==> src/rtl/fetch_pkg.sv <==
// fetch_pkg: definitions shared by the instruction-fetch sequencer and the
// decoder.
//   fetch_state_e       sequencer control states (2-bit encoding)
//   INST_BYTES          size of one instruction word in bytes (PC step)
//   OPC_*               major opcodes the core supports; the decoder's type
//                       table uses the same constants
//   opcode_supported()  legality test for a 7-bit major opcode field
package fetch_pkg;

  typedef enum logic [1:0] {
    BOOT  = 2'd0,
    FETCH = 2'd1,
    HOLD  = 2'd2,
    FLUSH = 2'd3
  } fetch_state_e;

  localparam int unsigned INST_BYTES = 4;

  localparam logic [6:0] OPC_LOAD     = 7'b0000011;
  localparam logic [6:0] OPC_OP_IMM   = 7'b0010011;
  localparam logic [6:0] OPC_OP_IMM32 = 7'b0011011;
  localparam logic [6:0] OPC_OP       = 7'b0110011;
  localparam logic [6:0] OPC_OP32     = 7'b0111011;
  localparam logic [6:0] OPC_STORE    = 7'b0100011;
  localparam logic [6:0] OPC_BRANCH   = 7'b1100011;
  localparam logic [6:0] OPC_JAL      = 7'b1101111;
  localparam logic [6:0] OPC_LUI      = 7'b0110111;

  // A word is legal only when it is a 32-bit encoding (low bits 11) and
  // its major opcode is one of the supported set.
  function automatic logic opcode_supported(input logic [6:0] opcode);
    logic known;
    case (opcode)
      OPC_LOAD, OPC_OP_IMM, OPC_OP_IMM32, OPC_OP, OPC_OP32,
      OPC_STORE, OPC_BRANCH, OPC_JAL, OPC_LUI: known = 1'b1;
      default:                                 known = 1'b0;
    endcase
    return known && (opcode[1:0] == 2'b11);
  endfunction

endpackage

==> src/rtl/fetch_sequencer.sv <==
// fetch_sequencer: instruction-fetch controller.
// Owns the PC, issues single-outstanding read requests to instruction
// memory, captures the returned word into an instruction register for the
// decoder, honours downstream stall and branch/jump redirects, flags
// unsupported opcodes and counts instructions consumed downstream.
//
// Ports:
//   clk             system clock, all state on rising edge
//   nRst            asynchronous active-low reset
//   mem_req         instruction-memory read request (registered)
//   mem_addr        word-aligned fetch address, stable while mem_req=1
//   mem_ack         memory completes the request this cycle
//   mem_rdata       fetched instruction word, valid with mem_ack
//   stall           downstream not accepting the held instruction
//   redirect_valid  branch/jump taken, restart fetch at redirect_pc
//   redirect_pc     redirect target, low two bits forced to zero
//   inst            instruction register presented to the decoder
//   inst_pc         address of inst
//   inst_valid      inst holds a live instruction
//   inst_illegal    inst_valid=1 and the opcode is unsupported
//   fetch_count     number of instructions consumed downstream
module fetch_sequencer
  import fetch_pkg::*;
#(
  parameter logic [31:0] RESET_PC = 32'h0000_0000
) (
  input  logic        clk,
  input  logic        nRst,
  output logic        mem_req,
  output logic [31:0] mem_addr,
  input  logic        mem_ack,
  input  logic [31:0] mem_rdata,
  input  logic        stall,
  input  logic        redirect_valid,
  input  logic [31:0] redirect_pc,
  output logic [31:0] inst,
  output logic [31:0] inst_pc,
  output logic        inst_valid,
  output logic        inst_illegal,
  output logic [31:0] fetch_count
);

  // The reset PC is word-aligned by construction even if the parameter
  // is not.
  localparam logic [31:0] RESET_PC_ALIGNED = {RESET_PC[31:2], 2'b00};
  localparam logic [31:0] PC_STEP          = 32'(INST_BYTES);

  fetch_state_e state_q, state_d;
  logic [31:0]  pc_q, pc_d;
  logic [31:0]  pending_pc_q, pending_pc_d;
  logic [31:0]  inst_q, inst_d;
  logic [31:0]  inst_pc_q, inst_pc_d;
  logic         inst_valid_q, inst_valid_d;
  logic         mem_req_q, mem_req_d;
  logic [31:0]  fetch_count_q, fetch_count_d;

  logic [31:0]  redirect_target;
  logic         redirect_pc_unused;

  // Redirect targets are always fetched word-aligned; the dropped bits
  // carry no information for the fetch path.
  assign redirect_target    = {redirect_pc[31:2], 2'b00};
  assign redirect_pc_unused = ^redirect_pc[1:0];

  always_ff @(posedge clk or negedge nRst) begin
    if (!nRst) begin
      state_q       <= BOOT;
      pc_q          <= RESET_PC_ALIGNED;
      pending_pc_q  <= 32'h0000_0000;
      inst_q        <= 32'h0000_0000;
      inst_pc_q     <= 32'h0000_0000;
      inst_valid_q  <= 1'b0;
      mem_req_q     <= 1'b0;
      fetch_count_q <= 32'h0000_0000;
    end else begin
      state_q       <= state_d;
      pc_q          <= pc_d;
      pending_pc_q  <= pending_pc_d;
      inst_q        <= inst_d;
      inst_pc_q     <= inst_pc_d;
      inst_valid_q  <= inst_valid_d;
      mem_req_q     <= mem_req_d;
      fetch_count_q <= fetch_count_d;
    end
  end

  always_comb begin
    state_d       = state_q;
    pc_d          = pc_q;
    pending_pc_d  = pending_pc_q;
    inst_d        = inst_q;
    inst_pc_d     = inst_pc_q;
    fetch_count_d = fetch_count_q;

    case (state_q)
      BOOT: begin
        state_d = FETCH;
      end

      FETCH: begin
        if (mem_ack) begin
          if (redirect_valid) begin
            // The returning word belongs to the wrong path; the new
            // request goes out immediately with the redirect address.
            pc_d = redirect_target;
          end else begin
            inst_d    = mem_rdata;
            inst_pc_d = pc_q;
            state_d   = HOLD;
          end
        end else if (redirect_valid) begin
          // The outstanding request cannot be withdrawn, so remember the
          // target and let FLUSH absorb the stale response.
          pending_pc_d = redirect_target;
          state_d      = FLUSH;
        end
      end

      FLUSH: begin
        if (mem_ack) begin
          pc_d    = redirect_valid ? redirect_target : pending_pc_q;
          state_d = FETCH;
        end else if (redirect_valid) begin
          pending_pc_d = redirect_target;
        end
      end

      HOLD: begin
        // A redirect kills the held instruction before it is consumed,
        // even when downstream is ready to take it.
        if (redirect_valid) begin
          pc_d    = redirect_target;
          state_d = FETCH;
        end else if (!stall) begin
          fetch_count_d = fetch_count_q + 32'd1;
          pc_d          = pc_q + PC_STEP;
          state_d       = FETCH;
        end
      end

      default: begin
        state_d = BOOT;
      end
    endcase

    // Request and valid flags are registered from the next state so the
    // memory and decoder see clean flop outputs.
    mem_req_d    = (state_d == FETCH) || (state_d == FLUSH);
    inst_valid_d = (state_d == HOLD);
  end

  assign mem_req      = mem_req_q;
  assign mem_addr     = pc_q;
  assign inst         = inst_q;
  assign inst_pc      = inst_pc_q;
  assign inst_valid   = inst_valid_q;
  assign fetch_count  = fetch_count_q;
  assign inst_illegal = inst_valid_q && !opcode_supported(inst_q[6:0]);

endmodule
==> config.mk <==
export PLATFORM = sky130hd
export DESIGN_NAME = fetch_sequencer
export DESIGN_NICKNAME = d
export VERILOG_FILES = /design/src/rtl/fetch_pkg.sv /design/src/rtl/fetch_sequencer.sv
export SDC_FILE = /design/constraint.sdc
export NUM_CORES = 1
export LEC_CHECK = 0
export BUFFER_PORTS_ARGS = -buffer_cell sky130_fd_sc_hd__buf_2
export CAP_MARGIN = 10
export CORE_MARGIN = 4
export CORE_UTILIZATION = 50
export CTS_CLUSTER_SIZE = 25
export DETAILED_ROUTE_END_ITERATION = 10
export HOLD_SLACK_MARGIN = 0.06
export PLACE_DENSITY = 0.86
export SLEW_MARGIN = 40
export SYNTH_ARGS = -nofsm -noshare
export SYNTH_HDL_FRONTEND = slang
export SYNTH_SLANG_ARGS = --single-unit
==> constraint.sdc <==
create_clock -name clk -period 3.5 [get_ports clk]
set_input_delay 0.35 -clock clk [delete_from_list [all_inputs] [get_ports clk]]
set_output_delay 0.35 -clock clk [all_outputs]
set_load 0.01 [all_outputs]
Word-level counts from Yosys, hierarchy flattened
Cells that the tools add are included.
- flip-flop bits (word level): 164
- bits in latches: 0
- RAM bits: 0
- ROM bits: 0
- output and inout port bits: 131
- logic and storage cells: 60
- memories kept: 0
- add/subtract/negate cells: 2
- $mul: 0
- divide/modulo/power cells: 0
- magnitude comparators: 0
- eq/ne operators: 20
- shifts and indexed selects: 0
- muxes and demuxes: 15
- bitwise operators: 3
- reduce and logical (&&, ||, !) cells: 12
- operators with widths (operator ; count):
    $mux 32 ; 6
    $pmux 32 s3 ; 1
    $add 32x1->32 const B ; 1
    $add 32x3->32 const B ; 1
    $eq 7x6->1 const B ; 4
    $eq 7x5->1 const B ; 2
    $eq 7x7->1 const B ; 2
    $mux 2 ; 6
    $eq 2x2->1 const B ; 5
    $reduce_or 9->1 ; 1
    $pmux 2 s4 ; 1
    $eq 7x2->1 const B ; 1
    $ne 2x2->1 const B ; 3
    $reduce_and 3->1 ; 2
    $reduce_and 5->1 ; 1
    $eq 2x1->1 const B ; 2
    $ne 3x3->1 const B ; 1
    $not 1->1 ; 3
    $reduce_bool 3->1 ; 1
    $logic_and 1x1->1 ; 2
    $logic_not 2->1 ; 1
    $reduce_and 2->1 ; 1
    $reduce_or 2->1 ; 1
    $logic_not 1->1 ; 1
    2 further kinds ; 2

Logic depth before layout (Yosys ltp)
- word-level depth: 6
- mapped depth: 7
- depth with buffers taken out: 6

Least setup slack after synthesis
No wires, ideal clock.
- path type: input to register
- start: input redirect_valid
- end: register fetch_count_q[31] (netlist: fetch_count[31])
- arrival: 1.845 ns
- setup slack: 1.575 ns
- cell stages on the path: 6
- cell sequence: or4b_1 buf_6 nor4_4 nand4_2 nor3_2 xor2_1
- cells in the longest elaborated chain, start to end: 2
- ends and longest elaborated chain (what ; RTL line ; source):
    start: declaration ; fetch_sequencer.sv:34 ; input logic redirect_valid,
    $not 1->1 (no source line) ; -- ;
    $reduce_and 3->1 (no source line) ; -- ;
    end signal: assignment ; fetch_sequencer.sv:83 ; fetch_count_q <= fetch_count_d;
    end: declaration ; fetch_sequencer.sv:55 ; logic [31:0] fetch_count_q, fetch_count_d;
Every way passes these cells.
A chain may end at the register's enable or synchronous reset.

Worst setup path in the final report
- start: register state_q[0]
- end: register fetch_count_q[31] (netlist: fetch_count[31])
- cells in the longest elaborated chain, start to end: 2
- ends and longest elaborated chain (what ; RTL line ; source):
    start: declaration ; fetch_sequencer.sv:48 ; fetch_state_e state_q, state_d;
    start signal: assignment ; fetch_sequencer.sv:76 ; state_q <= state_d;
    $eq 2x2->1 ; fetch_sequencer.sv:95 ; case (state_q)
    $reduce_and 3->1 (no source line) ; -- ;
Every way passes these cells.

==> metrics.txt <==
total CTS buffers=17; PortBufs=197; fillcell total=1177; Vias=6250; CTS tree=yes; share of flip-flops with an asynchronous set or reset=1.00; setup TNS=0 ns; DRC viols=0; Yosys reg bits=164; hpwl dp=13800 um; max frequency=0.393 GHz; share of cells above drive strength 1=0.393; CP Data Required Time=3.84 ns; Hold WS=0.153 ns; Critical R2R Capture=fetch_count[31]; largest net degree at the start of global routing=77; status=completed; Initial Util=0.508; Slowest-stage cell, CP=or4b_1; post-layout instance area=9470 sq um; Clk Latency, worst-skew pair=0.42 ns; post-layout util=0.625; pins over their slew limit=0; DR iter-0 viols=458; gr usage total=0.223; syn_nets=751; grt total ovfl=0; Routed Antenna Nets=0; max cap viols=0; EDFF count, synth=0; Die X-Extent=132 um; routed vias/inst=5.82; I/O pin count=200; initial antenna violation count=1; root buf cell=clkbuf_16; core area=15100 sq um; Slew HR=0.561; commonest cells after routing, fill and taps aside=buf_2, dfrtp_1, mux2_2; Syn-to-layout area delta=23.1%; Worst VDD drop=0.357 mV; H-tree levels=4; Arrival @ worst endpoint=2.89 ns; Inst Count DP=1039; Final Hold Fails=0; Non-Filler Instances=1074; CP max FO=16; gpl congestion=0.901; fin crit period=2.55 ns; Clock Sinks=164; Clock Pin Slew Worst Setup and Hold Paths=0.06 ns; synth unique cells=55; crit-path leading delay family=simple AND/OR/NAND/NOR gates; CP bufs+invs=0; Synth Area per Inst=11.3 sq um; R2R setup slack=0.95 ns; Post CTS Setup Buffer Count=0; Least-Margin Pin Slew=0.654 ns; CP peak stage delay=0.82 ns; vias in the first global route=6199; Die Area=17400 sq um; CP cell instances=or4b_1, nor4_4, nand4_2, nor3_2, xor2_1; RR Startpoint=state_q[0]; Die Y=132 um; Most used DFF post-synth=dfrtp_1; cell depth of the worst hold path=3; critical path launch point type=flop; Synth Instances=680; drt pass-1 iters=5; Leak=4.45 nW; # setup viols final=0; Synth warnings=0; Final Skew=0.00831 ns; worst-case reg-to-reg path depth=5; Critical Path End Type=flop; period utilisation layout=0.727; post-synthesis sequential area ratio=0.534; Hold Buf Count CTS=1; Clock Path Buffers=2; PD cells=649 nW/um^2; Hold EP=inst[2]; Hold Crit Class=primary input to flop; mapped cell area=7690 sq um; final wirelength=19400 um; RSZ-0062 raised after global routing=no; average wire per standard cell=18.1 um; Hold Startpoint=mem_rdata[2]; Cell Area, Placed=8870 sq um; row count=45; first-pass GRT wire length=31600 um; CP Class=flop to flop; leading cell type in the layout, fill and taps excluded=buf_2; fin nets=942; post-cts sizing count=0
==> registers in the layout, indices dropped and copies added, names as in the netlist <==
| signal | flops |
|---|---|
| fetch_count | 32 |
| inst | 32 |
| state_q | 2 |
| mem_req | 1 |
| pending_pc_q | 32 |
| mem_addr | 32 |
| inst_pc | 32 |
| inst_valid | 1 |
==> area by class of cell <==
class / instances / area, sq um / area share
flip-flops and latches: 164 / 4100 / 0.434
diodes: 2 / 5.00 / 0.000529
well taps: 188 / 235 / 0.0249
inverters: 18 / 67.6 / 0.00714
multi-input cells: 460 / 3370 / 0.356
repair buffers: 210 / 1100 / 0.117
clock buffers: 17 / 425 / 0.0449
clock inverters: 15 / 155 / 0.0164
==> through the flow <==
step | power (W) | setup WS [ns]
floorplan | 0.00360 | 1.58
global placement | 0.00426 | 0.888
detailed placement | 0.00434 | 0.866
CTS | 0.00619 | 0.944
global route | 0.00647 | 0.774
finish | 0.00614 | 0.954
==> cells by family after synthesis <==
kind of cell,Yosys count,share of synthesized area
adders and majority gates,2,0.00325
xor gates and xnor gates,40,0.0456
DFF,164,0.534
muxes,104,0.151
AOI/OAI and AO/OA,121,0.103
and+or+nand+nor,193,0.134
buffers and inverters,56,0.0295
==> worst min-delay path: stages <==
cell and delay [ns]:
buf_2 0.07, nand2_1 0.04, o21ai_0 0.07
==> Yosys cell counts (2+ instances only) <==
library cell,instances,area share
dfrtp_1,164,0.53
mux2_2,93,0.14
nand2_1,42,0.021
nor2_1,39,0.019
o21ai_0,37,0.024
nand3_1,33,0.021
xnor2_1,27,0.031
clkbuf_1,26,0.013
a21oi_1,18,0.012
inv_1,18,0.0088
a31oi_1,15,0.012
nor3_1,13,0.0085
xor2_1,13,0.015
nand4_1,12,0.0098
and3_1,11,0.0090
mux2i_1,11,0.014
a22o_1,10,0.011
buf_2,7,0.0046
o211ai_1,7,0.0068
a211oi_1,6,0.0059
a221oi_1,6,0.0068
and4_1,6,0.0068
nor4_1,6,0.0049
buf_1,4,0.0020
nand3b_1,4,0.0039
nor2b_1,4,0.0033
nor3_2,4,0.0052
o22ai_1,4,0.0033
or3_1,4,0.0033
and2_1,3,0.0024
nand2b_1,3,0.0024
a311oi_1,2,0.0023
a41oi_1,2,0.0023
ha_1,2,0.0033
nor3b_1,2,0.0020
nor4_4,2,0.0055
o311a_1,2,0.0026
==> routing by layer <==
layer,global-route usage,routed length (um),vias to the layer above
met3,0.0618,1650,29
li1,-,-,2857
met2,0.364,9380,292
met4,0.0735,313,0
met5,0,0,-
met1,0.288,8070,3072
==> where the power goes <==
| part | leakage (nW) | internal (W) | switching, W |
|---|---|---|---|
| registers | 2.01 | 0.00236 | 0.000415 |
| clock network | 0.286 | 0.00106 | 0.000777 |
| logic | 2.15 | 0.000758 | 0.000775 |
==> how the worst max path moves through the flow <==
stage / from / to / slack, ns / cells past startpoint
global route: state_q[0] / fetch_count[25] / 0.77 / 5
global placement: redirect_valid / fetch_count[31] / 0.89 / 6
detailed placement: redirect_valid / fetch_count[31] / 0.87 / 6
finish: state_q[0] / fetch_count[31] / 0.95 / 5
CTS: state_q[0] / fetch_count[31] / 0.94 / 5
floorplan: redirect_valid / fetch_count[31] / 1.58 / 6
Power figures use the tool's default switching activity.
